## config.mk

```make
export PLATFORM = sky130hd
export DESIGN_NAME = load_store_unit_flat
export DESIGN_NICKNAME = d
export VERILOG_FILES = /design/src/rtl/load_store_unit_if.sv /design/src/rtl/load_store_unit.sv /design/src/flat_wrapper.sv
export SDC_FILE = /design/constraint.sdc
export NUM_CORES = 1
export LEC_CHECK = 0
export BUFFER_PORTS_ARGS = -buffer_cell sky130_fd_sc_hd__buf_2
export CORE_MARGIN = 2
export CORE_UTILIZATION = 48
export CTS_CLUSTER_SIZE = 10
export DETAILED_ROUTE_END_ITERATION = 8
export HOLD_SLACK_MARGIN = 0.15
export PLACE_DENSITY = 0.83
export SLEW_MARGIN = 20
export SYNTH_ARGS = -nofsm -noshare
export SYNTH_HDL_FRONTEND = slang
export SYNTH_SLANG_ARGS = --single-unit
```

## constraint.sdc

```tcl
create_clock -name clk -period 2.45 [get_ports clk]
set_clock_uncertainty 0.1 [all_clocks]
set_input_delay 0.245 -clock clk [delete_from_list [all_inputs] [get_ports clk]]
set_output_delay 0.245 -clock clk [all_outputs]
set_load 0.02 [all_outputs]
```

## src/rtl/load_store_unit_if.sv

```systemverilog
// Data-memory bus between the load/store unit and data memory.
//   mem_req    master->slave  request, held until mem_ready
//   mem_we     master->slave  1 = write
//   mem_addr   master->slave  word-aligned address
//   mem_wstrb  master->slave  byte enables (0000 for reads)
//   mem_wdata  master->slave  lane-replicated write data
//   mem_rdata  slave->master  read word, valid with mem_ready
//   mem_ready  slave->master  completes the current request
interface load_store_unit_if;
  logic        mem_req;
  logic        mem_we;
  logic [31:0] mem_addr;
  logic [3:0]  mem_wstrb;
  logic [31:0] mem_wdata;
  logic [31:0] mem_rdata;
  logic        mem_ready;

  modport master (
    output mem_req, mem_we, mem_addr, mem_wstrb, mem_wdata,
    input  mem_rdata, mem_ready
  );

  modport slave (
    input  mem_req, mem_we, mem_addr, mem_wstrb, mem_wdata,
    output mem_rdata, mem_ready
  );
endinterface

```

## src/rtl/load_store_unit.sv

```systemverilog
// Load/store unit: memory stage fed by the ALU result as effective address.
// Validates the access, runs one req/ready transaction on the memory bus and
// returns the aligned, extended load value with a one-cycle lsu_done pulse.
//   clk, rst      clock; synchronous active-high reset
//   lsu_valid     memory instruction present, held until lsu_done
//   lsu_load/store operation select (both set is rejected)
//   lsu_funct3    RV32I width/sign encoding
//   lsu_addr      effective address
//   lsu_wdata     store data
//   lsu_rdata     extended load result, valid with lsu_done
//   lsu_done      completion pulse
//   lsu_err       with lsu_done: misaligned / illegal / timeout
//   lsu_stall     combinational hold request to the core
//   mem           memory bus (master side)
module load_store_unit #(
  parameter int unsigned TIMEOUT = 16  // BUSY cycles without ready before error; 0 disables
) (
  input  logic                     clk,
  input  logic                     rst,
  input  logic                     lsu_valid,
  input  logic                     lsu_load,
  input  logic                     lsu_store,
  input  logic [2:0]               lsu_funct3,
  input  logic [31:0]              lsu_addr,
  input  logic [31:0]              lsu_wdata,
  output logic [31:0]              lsu_rdata,
  output logic                     lsu_done,
  output logic                     lsu_err,
  output logic                     lsu_stall,
  load_store_unit_if.master        mem
);

  typedef enum logic [1:0] {IDLE, BUSY, RESP} state_t;

  localparam bit         HAS_TIMEOUT = (TIMEOUT != 0);
  localparam logic [7:0] CNT_LAST    = 8'(TIMEOUT - 1);

  state_t      state;
  logic [7:0]  cnt;
  logic        load_q;
  logic [2:0]  funct3_q;
  logic [1:0]  off_q;

  logic        reject;
  logic [3:0]  st_strb;
  logic [31:0] st_data;
  logic [31:0] rd_shift;
  logic [15:0] rd_half;
  logic [31:0] ld_ext;

  assign lsu_stall = lsu_valid & (lsu_load | lsu_store) & ~lsu_done;

  // Request decode on the live inputs; only consumed in IDLE.
  // NOTE: every signal gets a default first so no path leaves it unassigned (no latch).
  always_comb begin
    reject  = 1'b0;
    st_strb = 4'b1111;
    st_data = lsu_wdata;
    if (lsu_load && lsu_store)
      reject = 1'b1;
    else if (lsu_load)
      reject = !(lsu_funct3 inside {3'b000, 3'b001, 3'b010, 3'b100, 3'b101});
    else
      reject = !(lsu_funct3 inside {3'b000, 3'b001, 3'b010});
    // funct3[1:0] is the access size; the illegal encodings are already rejected above.
    unique case (lsu_funct3[1:0])
      2'b00: begin
        st_strb = 4'b0001 << lsu_addr[1:0];
        st_data = {4{lsu_wdata[7:0]}};
      end
      2'b01: begin
        if (lsu_addr[0]) reject = 1'b1;
        st_strb = lsu_addr[1] ? 4'b1100 : 4'b0011;
        st_data = {2{lsu_wdata[15:0]}};
      end
      default: begin
        if (lsu_addr[1:0] != 2'b00) reject = 1'b1;
      end
    endcase
  end

  // Load extraction from the returned word using the latched offset/width.
  always_comb begin
    rd_shift = mem.mem_rdata >> {off_q, 3'b000};
    rd_half  = off_q[1] ? mem.mem_rdata[31:16] : mem.mem_rdata[15:0];
    unique case (funct3_q)
      3'b000:  ld_ext = {{24{rd_shift[7]}}, rd_shift[7:0]};
      3'b001:  ld_ext = {{16{rd_half[15]}}, rd_half};
      3'b100:  ld_ext = {24'h0, rd_shift[7:0]};
      3'b101:  ld_ext = {16'h0, rd_half};
      default: ld_ext = mem.mem_rdata;
    endcase
  end

  // NOTE: sequential state uses non-blocking assignments so every register
  // samples pre-edge values regardless of statement order.
  always_ff @(posedge clk) begin
    if (rst) begin
      state         <= IDLE;
      cnt           <= '0;
      load_q        <= 1'b0;
      funct3_q      <= '0;
      off_q         <= '0;
      lsu_rdata     <= '0;
      lsu_done      <= 1'b0;
      lsu_err       <= 1'b0;
      mem.mem_req   <= 1'b0;
      mem.mem_we    <= 1'b0;
      mem.mem_addr  <= '0;
      mem.mem_wstrb <= '0;
      mem.mem_wdata <= '0;
    end else begin
      unique case (state)
        IDLE: begin
          if (lsu_valid && (lsu_load || lsu_store)) begin
            load_q   <= lsu_load && !lsu_store;
            funct3_q <= lsu_funct3;
            off_q    <= lsu_addr[1:0];
            if (reject) begin
              state    <= RESP;
              lsu_done <= 1'b1;
              lsu_err  <= 1'b1;
            end else begin
              state         <= BUSY;
              cnt           <= '0;
              mem.mem_req   <= 1'b1;
              mem.mem_we    <= lsu_store;
              mem.mem_addr  <= {lsu_addr[31:2], 2'b00};
              mem.mem_wstrb <= lsu_store ? st_strb : 4'b0000;
              mem.mem_wdata <= lsu_store ? st_data : 32'h0;
            end
          end
        end
        BUSY: begin
          // Ready has priority over the timeout in the same cycle.
          if (mem.mem_ready) begin
            state       <= RESP;
            mem.mem_req <= 1'b0;
            lsu_done    <= 1'b1;
            lsu_err     <= 1'b0;
            lsu_rdata   <= load_q ? ld_ext : 32'h0;
          end else if (HAS_TIMEOUT && cnt == CNT_LAST) begin
            state       <= RESP;
            mem.mem_req <= 1'b0;
            lsu_done    <= 1'b1;
            lsu_err     <= 1'b1;
            lsu_rdata   <= 32'h0;
          end else begin
            cnt <= cnt + 8'd1;
          end
        end
        default: begin  // RESP
          state     <= IDLE;
          lsu_done  <= 1'b0;
          lsu_err   <= 1'b0;
          lsu_rdata <= 32'h0;
        end
      endcase
    end
  end

endmodule

```

## src/flat_wrapper.sv

```systemverilog
// flat-port wrapper written by rule: the top's interface ports become plain ports
module load_store_unit_flat 
#(
  parameter int unsigned TIMEOUT = 16                                                       
)
  (clk, rst, lsu_valid, lsu_load, lsu_store, lsu_funct3, lsu_addr, lsu_wdata, lsu_rdata, lsu_done, lsu_err, lsu_stall, mem_mem_req, mem_mem_we, mem_mem_addr, mem_mem_wstrb, mem_mem_wdata, mem_mem_rdata, mem_mem_ready);
  load_store_unit_if mem_i ();
  input  logic clk;
  input  logic rst;
  input  logic lsu_valid;
  input  logic lsu_load;
  input  logic lsu_store;
  input  logic [2:0] lsu_funct3;
  input  logic [31:0] lsu_addr;
  input  logic [31:0] lsu_wdata;
  output logic [31:0] lsu_rdata;
  output logic lsu_done;
  output logic lsu_err;
  output logic lsu_stall;
  output wire logic [$bits(mem_i.mem_req)-1:0] mem_mem_req;
  output wire logic [$bits(mem_i.mem_we)-1:0] mem_mem_we;
  output wire logic [$bits(mem_i.mem_addr)-1:0] mem_mem_addr;
  output wire logic [$bits(mem_i.mem_wstrb)-1:0] mem_mem_wstrb;
  output wire logic [$bits(mem_i.mem_wdata)-1:0] mem_mem_wdata;
  input wire logic [$bits(mem_i.mem_rdata)-1:0] mem_mem_rdata;
  input wire logic [$bits(mem_i.mem_ready)-1:0] mem_mem_ready;
  assign mem_mem_req = mem_i.mem_req;
  assign mem_mem_we = mem_i.mem_we;
  assign mem_mem_addr = mem_i.mem_addr;
  assign mem_mem_wstrb = mem_i.mem_wstrb;
  assign mem_mem_wdata = mem_i.mem_wdata;
  assign mem_i.mem_rdata = mem_mem_rdata;
  assign mem_i.mem_ready = mem_mem_ready;
  load_store_unit #(.TIMEOUT(TIMEOUT)) u_core (.clk(clk), .rst(rst), .lsu_valid(lsu_valid), .lsu_load(lsu_load), .lsu_store(lsu_store), .lsu_funct3(lsu_funct3), .lsu_addr(lsu_addr), .lsu_wdata(lsu_wdata), .lsu_rdata(lsu_rdata), .lsu_done(lsu_done), .lsu_err(lsu_err), .lsu_stall(lsu_stall), .mem(mem_i));
endmodule
```

* Word-level counts from Yosys, hierarchy flattened *
Index checks and enable logic that the tools add are counted.

cells by class
  add/sub/neg operators = 1
  multiply operators = 0
  div/mod/pow operators = 0
  magnitude comparators = 0
  equal/unequal tests = 16
  shift operators = 2
  mux-type cells = 38
  bitwise operators = 6
  reductions and logical operators = 22

operator list
  kind                                                  count
  two-way mux 32 bit                                    4
  case mux 32 bit (2 select lines)                      2
  case mux 32 bit (4 select lines)                      1
  two-way mux 8 bit                                     4
  right shift 32 x 5 -> 8 bit                           1
  two-way mux 16 bit                                    1
  case mux 8 bit (2 select lines)                       1
  two-way mux 1 bit                                     13
  equality test 3 bit (second input constant)           4
  adder 8 x 1 -> 8 bit (second input constant)          1
  equality test 8 x 4 -> 1 bit (second input constant)  1
  two-way mux 2 bit                                     4
  two-way mux 4 bit                                     2
  case mux 1 bit (2 select lines)                       4
  case mux 4 bit (2 select lines)                       1
  equality test 3 x 1 -> 1 bit (second input constant)  2
  logical NOT 3 bit                                     2
  inequality test 2 bit (second input constant)         3
  AND reduction 2 bit                                   3
  AND reduction 3 bit                                   2
  AND reduction 5 bit                                   1
  nonzero test 5 bit                                    1
  equality test 2 x 1 -> 1 bit (second input constant)  2
  logical NOT 2 bit                                     2
  14 further kinds                                      23

storage, ports and cells
  register bits = 118
  latch bits = 0
  memory bits (writable) = 0
  ROM bits = 0
  input bits = 105
  output and inout bits = 105
  word-level logic and storage cells = 98
  memories = 0

* Depth between registers and ports, before layout *
Gate-level depths: netlist (run 1).

  depth in word-level cells = 10
  gate-level depth with buffers = 8
  gate-level depth less buffers = 6

* Worst setup path before layout (run 1) *
OpenSTA, ideal clock, no wires.

  path type = register -> register
  start point = register u_core.cnt[0]
  end point = register u_core.lsu_rdata[28]
  setup time = 0.059 ns
  data arrival time = 1.628 ns
  data required time = 2.291 ns
  setup slack = 0.663 ns
  stages on the path, launching flop included = 7
  path buffers = 1
  clock period less this slack = 1.787 ns
  cells stage by stage = dfxtp_1 > ha_1 > and3_1 > a21o_1 > a21boi_1 > clkbuf_1 > a221o_1

between the ends
  word-level cells in the longest chain between the ends = 3

RTL lines
  element                                   RTL line                text
  start: declaration                        load_store_unit.sv:39   logic [7:0] cnt;
  start signal: assignment                  load_store_unit.sv:149  cnt <= cnt + 8'd1;
  equality test 8 x 4 -> 1 bit              load_store_unit.sv:142  end else if (HAS_TIMEOUT && cnt == CNT_LAST) begin
  inequality test 3 x 2 -> 1 bit (no line)  --
  AND reduction 2 bit (no line)             --
  end signal: assignment                    load_store_unit.sv:141  lsu_rdata <= load_q ? ld_ext : 32'h0;
  end: declaration                          load_store_unit.sv:26   output logic [31:0] lsu_rdata,

No other way between the ends.
A chain may end at the register's enable or synchronous reset.

* Final worst setup path (run 1) *
  start point = input lsu_addr[1]
  end point = register u_core.mem.mem_wdata[21]

between the ends
  word-level cells in the longest chain between the ends = 5

RTL lines
  element                          RTL line                  text
  start: declaration               flat_wrapper.sv:14        input logic [31:0] lsu_addr;
  nonzero test 2 bit               load_store_unit.sv:77     if (lsu_addr[1:0] != 2'b00) reject = 1'b1;
  two-way mux 1 bit                load_store_unit.sv:77
  case mux 1 bit (2 select lines)  load_store_unit.sv:66     unique case (lsu_funct3[1:0])
  NOT 1 bit (no line)              --
  AND reduction 3 bit (no line)    --
  end signal: assignment           load_store_unit.sv:130    mem.mem_wdata <= lsu_store ? st_data : 32'h0;
  end: declaration                 load_store_unit_if.sv:19  output mem_req, mem_we, mem_addr, mem_wstrb, mem_wdata,

No other way between the ends.

==> results of run 1 <==
==> per-layer routing <==
layer | vias to the layer above | routed length (um)
met5 | - | 0
met4 | 0 | 1570
met3 | 160 | 2130
met2 | 551 | 10500
met1 | 2928 | 7560
li1 | 2753 | -
==> power by group through the flow <==
stage	registers [mW]	clock network (mW)	logic (mW)
2_1_floorplan	2.07	0	0.309
3_3_place_gp	2.04	0	0.520
3_5_place_dp	2.05	0	0.536
4_1_cts	2.01	2.45	0.700
5_1_grt	2.02	2.56	0.815
6_report	2.01	2.43	0.772
==> sequential cells by signal, summed over array words and instances, names as in the netlist <==
name	flops
u_core.load_q	1
u_core.cnt	8
u_core.mem.mem_req	1
u_core.off_q	2
u_core.mem.mem_we	1
u_core.lsu_err	1
u_core.mem.mem_addr	30
u_core.lsu_done	1
u_core.mem.mem_wdata	32
u_core.state	2
u_core.funct3_q	3
u_core.lsu_rdata	32
u_core.mem.mem_wstrb	4
==> area by class of cell <==
cell class	count	area (sq um)
Multi-Input combinational cell	419	2550
Tap cell	136	170
Timing Repair Buffer	349	2450
Fill cell	569	2230
Inverter	4	15.0
Sequential cell	118	2360
Clock inverter	8	95.1
Antenna cell	2	5.00
Clock buffer	24	490
==> worst register-to-register path: cells and delay by family, from the launching register on <==
| family | cells | cell delay [ns] |
|---|---|---|
| DFF | 1 | 0.51 |
| AOI/OAI and AO/OA | 1 | 0.17 |
| and+or+nand+nor | 3 | 0.49 |
| buffers and inverters | 2 | 0.95 |
==> cell families after synthesis <==
family / after synthesis
other: 1
multiplexers: 42
buffers and inverters: 53
AND/OR/NAND/NOR: 220
AO/OA/AOI/OAI: 154
flip-flops: 118
adder cells (fa/ha/maj): 1
==> synthesized netlist by cell type, types with 3 or more instances <==
library cell	instances	area, sq um
a21oi_1	71	355
a221o_1	15	150
a31oi_1	7	43.8
a32o_1	8	80.1
and3_1	4	25.0
buf_1	3	11.3
buf_2	19	95.1
buf_4	3	22.5
buf_6	7	78.8
clkbuf_1	17	63.8
dfxtp_1	118	2360
inv_1	4	15.0
mux2_2	15	169
mux2i_1	27	270
nand2_1	126	473
nand2b_1	14	87.6
nand3_1	23	115
nor2_1	23	86.3
nor2b_1	4	25.0
nor3_1	8	40.0
o21a_1	4	30.0
o221ai_1	8	70.1
o2bb2ai_1	20	175
o31ai_1	6	45.0
or4_1	6	45.0
==> worst min path at each step <==
stage / to / cells after the start
floorplan: u_core.lsu_rdata[17]$_SDFFE_PP0P_ / 2
global placement: u_core.lsu_rdata[1]$_SDFFE_PP0P_ / 2
detailed placement: u_core.lsu_rdata[4]$_SDFFE_PP0P_ / 2
CTS: u_core.lsu_rdata[4]$_SDFFE_PP0P_ / 2
global route: u_core.lsu_rdata[2]$_SDFFE_PP0P_ / 2
finish: u_core.lsu_rdata[6]$_SDFFE_PP0P_ / 2
==> repair_timing <==
item / in CTS / in global routing
hold buffers: 126 / 0
buffers inserted: 0 / 3
hold endpoints to repair: 109 / 0
resized for setup: 0 / 8
setup endpoints to repair: 0 / 10
==> impl_metrics.json, run 1 <==
{
  "postSynthAreaPerCell_sq_um": 8.78,
  "io_buffers": 207,
  "clock_latency_ns": 0.50,
  "cpPeakStageDelay_ns": 0.59,
  "cp-startpoint": "lsu_addr[1]",
  "cts_made_buffers": 17,
  "final_util_pct": 78.5,
  "die_height_um": 108,
  "p_leak_nw": 3.64,
  "fin_tns_setup_ns": 0,
  "worstPathArrival_ns": 2.77,
  "syn-cell-area_sq_um": 5170,
  "use_met3_pct": 10.9,
  "synthArstFlopShare_pct": 0,
  "clk_pin_slew_ns": 0.06,
  "period_share_pct": 99.2,
  "drt_iter0_markers": 764,
  "die_w_um": 108,
  "viasPerCell": 6.03,
  "antenna_found_initial": 0,
  "fin_cells": 1060,
  "timing.max_cap.violations": 0,
  "slew_headroom_pct": 43.7,
  "synth-seq-area-share_pct": 45.7,
  "layout_commonest_cell": "buf_2",
  "place_area_sq_um": 6220,
  "hold_violations": 0,
  "yosys.area_share.xor_xnor_pct": 0,
  "design.core.area_sq_um": 10400,
  "route.detailed.drc": 0,
  "holdWs_ns": 0.349,
  "grt_pass1_wl_um": 33000,
  "netlist_instances": 589,
  "pin_count": 210,
  "synthFlopType": "dfxtp_1",
  "dp.cells": 896,
  "endpoint_kind": "flip-flop",
  "period_needed_ns": 2.43,
  "synthSimpleGateAreaFrac_pct": 19.3,
  "setup_viol": 0,
  "gr-usage-all-layers_pct": 36.7,
  "clkPwrFrac_pct": 46.6,
  "synth_compound_area_share_pct": 20.7,
  "hold_start": "u_core.lsu_rdata[6]$_SDFFE_PP0P_",
  "area_growth_pct": 57.5,
  "start_kind": "input pin",
  "synthAdderAreaFrac_pct": 0.242,
  "cp_top_family": "buffers and inverters",
  "power_mw": 5.22,
  "start_util_pct": 49.9,
  "cts_tree": "done",
  "swShare_pct": 25.3,
  "r2r-start": "u_core.off_q[1]$_SDFFE_PP0P_",
  "fin_area_sq_um": 8140,
  "critPathBufInv": 4,
  "cp.required_ns": 2.79,
  "yosys_register_bits": 118,
  "seqPwrFrac_pct": 38.6,
  "use_met2_pct": 62.9,
  "cp_cell_sequence": "dlygate4sd3_1 > buf_2 > o21a_1 > o22ai_2 > and3_4 > buf_12 > nand3_1 > a21oi_1 > dlygate4sd3_1",
  "wl_um": 21700,
  "crit_cells": 9,
  "slew_violations": 0,
  "layout_setup_ws_ns": 0.0205,
  "cp_max_fo": 23,
  "hold_path.class": "reg -> reg",
  "powerDensity_nw_per_um2": 641,
  "wl_per_cell_um": 20.5,
  "crit_end": "u_core.mem.mem_wdata[21]$_SDFFE_PP0P_",
  "cts_sinks": 118,
  "tightest_slew_ns": 0.843,
  "drtAntennaViolNets": 0,
  "cts_buffer_depth": 2,
  "fp.dieArea_sq_um": 11600,
  "rr_endpoint": "u_core.lsu_rdata[2]$_SDFFE_PP0P_",
  "p_int_mw": 3.90,
  "rrSetupSlack_ns": 0.18,
  "grt_overflow": 0,
  "synth_edf_count": 0,
  "place_ws_ns": 0.408,
  "grt_use_met1_pct": 38.4,
  "outcome": "finished clean",
  "cp_common_cell": "dlygate4sd3_1",
  "combPwrFrac_pct": 14.8,
  "synth_cell_types": 50,
  "synth_top_family_by_area": "compound AO/OA/AOI/OAI gates",
  "drive_gt1_share_pct": 30.7,
  "peakVddDrop_mv": 0.565,
  "most-common-layout-cells": "buf_2, nand2_1, dlygate4sd3_1",
  "first_global_vias": 6444,
  "grt_max_degree": 58,
  "yosys_warnings": 0,
  "grt.busiest_layer": "met2",
  "num_rows": 37,
  "gp_congestion": 0.875,
  "first_pass_iters": 7,
  "slowest_stage": "dlygate4sd3_1",
  "reg2reg_depth": 6,
  "worst-setup-path-type": "in -> reg",
  "num_vias": 6392,
  "layout.nets": 1015,
  "h-tree-depth": 4,
  "cts_root_buf": "clkbuf_8",
  "max_freq_mhz": 412,
  "p_sw_mw": 1.32,
  "hpwl_um": 10900,
  "synthMuxAreaShare_pct": 8.49
}
Power figures use the tool's default switching activity.
==> run 2: changes to the inputs <==
--- a/config.mk
+++ b/config.mk
@@ -6,7 +6,6 @@
 export NUM_CORES = 1
 export LEC_CHECK = 0
 export BUFFER_PORTS_ARGS = -buffer_cell sky130_fd_sc_hd__buf_2
-export CORE_MARGIN = 2
 export CORE_UTILIZATION = 48
 export CTS_CLUSTER_SIZE = 10
 export DETAILED_ROUTE_END_ITERATION = 8
==> run 2 against run 1 <==
Effect of this change:
- the flow now finishes with violations (setup timing)
- sequential power about the same
- global-route usage increased by 2.1 points
- routed wire length increased by 1.3%
- utilization decreased by 0.12 points
- worst hold slack got worse by 0.20 ns
- via count increased by 1.5%
- non-clock buffer count increased by 6
- critical path depth unchanged
- fmax decreased by 3.0%
- critical endpoint is now u_core.mem.mem_wdata[28]$_SDFFE_PP0P_
- largest cell class unchanged
==> impl_metrics.json, run 2 (synthesis results as in run 1) <==
{
  "wl_per_cell_um": 20.7,
  "route.met3.wl_um": 2140,
  "grt_overflow": 0,
  "endpoint_kind": "flip-flop",
  "outcome": "finished, violations left",
  "met1Wirelength_um": 7420,
  "grt_max_degree": 57,
  "cp_max_fo": 21,
  "slew_violations": 0,
  "h-tree-depth": 4,
  "num_vias": 6486,
  "reg2reg_depth": 7,
  "layout_setup_ws_ns": -0.0534,
  "period_needed_ns": 2.50,
  "die_w_um": 106,
  "rr_endpoint": "u_core.lsu_rdata[5]$_SDFFE_PP0P_",
  "start_kind": "input pin",
  "violations": "setup timing",
  "cts_made_buffers": 17,
  "first_pass_iters": 6,
  "gr-usage-all-layers_pct": 38.8,
  "holdWs_ns": 0.145,
  "p_leak_nw": 3.63,
  "cts_tree": "done",
  "antenna_found_initial": 0,
  "tightest_slew_ns": 0.691,
  "clk_pin_slew_ns": 0.06,
  "rrSetupSlack_ns": 0.13,
  "cts_root_buf": "clkbuf_8",
  "grt_pass1_wl_um": 33600,
  "slew_headroom_pct": 53.9,
  "num_rows": 37,
  "wl_um": 22000,
  "hpwl_um": 11000,
  "drive_gt1_share_pct": 30.7,
  "top_layer": "met4",
  "route.detailed.drc": 0,
  "cp-startpoint": "lsu_addr[0]",
  "most-common-layout-cells": "buf_2, dlygate4sd3_1, nand2_1",
  "drt_iter0_markers": 638,
  "peakVddDrop_mv": 0.477,
  "worst-setup-path-type": "in -> reg",
  "gp_congestion": 0.903,
  "hold_violations": 0,
  "crit_end": "u_core.mem.mem_wdata[28]$_SDFFE_PP0P_",
  "powerDensity_nw_per_um2": 628,
  "fp.dieArea_sq_um": 11200,
  "first_global_vias": 6700,
  "cts_sinks": 118,
  "max_freq_mhz": 399,
  "timing.max_cap.violations": 0,
  "worstPathArrival_ns": 2.87,
  "io_buffers": 207,
  "r2r-start": "u_core.off_q[0]$_SDFFE_PP0P_",
  "pin_count": 210,
  "holdPathStages": 5,
  "area_growth_pct": 57.2,
  "cts_buffer_depth": 2,
  "layout_commonest_cell": "buf_2",
  "start_util_pct": 49.9,
  "hold_path.class": "in -> reg",
  "die_height_um": 106,
  "dr_wl_met2_um": 10600,
  "n_antenna_cell": 0,
  "final_util_pct": 78.4,
  "period_share_pct": 102,
  "cp.required_ns": 2.81,
  "design.core.area_sq_um": 10400,
  "drtAntennaViolNets": 0,
  "layout.nets": 1021,
  "largestRegisters": "u_core.lsu_rdata x32, u_core.mem.mem_wdata x32, u_core.mem.mem_addr x30",
  "viasPerCell": 6.10,
  "clock_latency_ns": 0.52,
  "setup_viol": 5
}
## run 2: cell count changes in the layout (fill, tap and decap cells not counted), sizes merged
cell	delta
bufinv	-1
diode	-2
dlygate4sd3	+7
clkbuf	-8
inv	+2
clkinv	+6
## run 2: worst min path at each step
stage                                          start                                 to  slack (ns)
detailed placement  u_core.lsu_rdata[4]$_SDFFE_PP0P_   u_core.lsu_rdata[4]$_SDFFE_PP0P_        0.33
floorplan                          mem_mem_rdata[17]  u_core.lsu_rdata[17]$_SDFFE_PP0P_        0.24
global placement    u_core.lsu_rdata[4]$_SDFFE_PP0P_   u_core.lsu_rdata[4]$_SDFFE_PP0P_        0.32
CTS                                        lsu_valid    u_core.funct3_q[1]$_SDFFE_PP0P_        0.15
finish                                     lsu_valid         u_core.load_q$_SDFFE_PP0P_        0.15
global route                               lsu_valid         u_core.load_q$_SDFFE_PP0P_        0.18
## run 2: metal layers
metal | up-vias | GRT usage (%)
met4 | 0 | 31.9
met3 | 175 | 10.1
met2 | 544 | 66.8
met5 | - | 0
met1 | 3014 | 39.4
li1 | 2753 | -
## run 2: area by class of cell
type / instances / area (sq um)
repair buffers: 355 / 2480
well taps: 136 / 170
clock inverters: 15 / 131
multi-input cells: 419 / 2560
flip-flops and latches: 118 / 2360
clock buffers: 17 / 414
fillers: 566 / 2240
inverters: 4 / 15.0
## run 2: power breakdown
part	total (mW)	switching, mW	internal (mW)
clock	2.31	0.964	1.35
sequential	2.01	0.0436	1.96
combinational	0.786	0.430	0.357
total	5.10	1.44	3.67
## run 2: metrics by stage
step | setup slack (ns) | std cells | power (mW) | cell area, sq um | TNS [ns]
5_1_grt | -0.0552 | 1064 | 5.24 | 8130 | -0.139
6_report | -0.0534 | 1064 | 5.10 | 8130 | -0.136
4_1_cts | 0.0455 | 1063 | 5.01 | 8100 | 0
2_1_floorplan | 0.663 | 590 | 2.38 | 5170 | 0
3_3_place_gp | 0.366 | 898 | 2.57 | 6220 | 0
3_5_place_dp | 0.222 | 898 | 2.59 | 6220 | 0
## run 2: timing repair
action                                 CTS  global route
endpoints found under the hold margin  109             0
hold buffers                           133             0
resized for setup                        0             8
buffers inserted                         0             1
setup endpoints to repair                0            14
## run 2: critical path, cell delays in order
cell           delay (ns)
dlygate4sd3_1        0.58
buf_2                0.20
o21a_1               0.25
o22ai_4              0.22
and3_4               0.27
nand3b_1             0.08
buf_4                0.22
o2bb2ai_1            0.20
dlygate4sd3_1        0.58
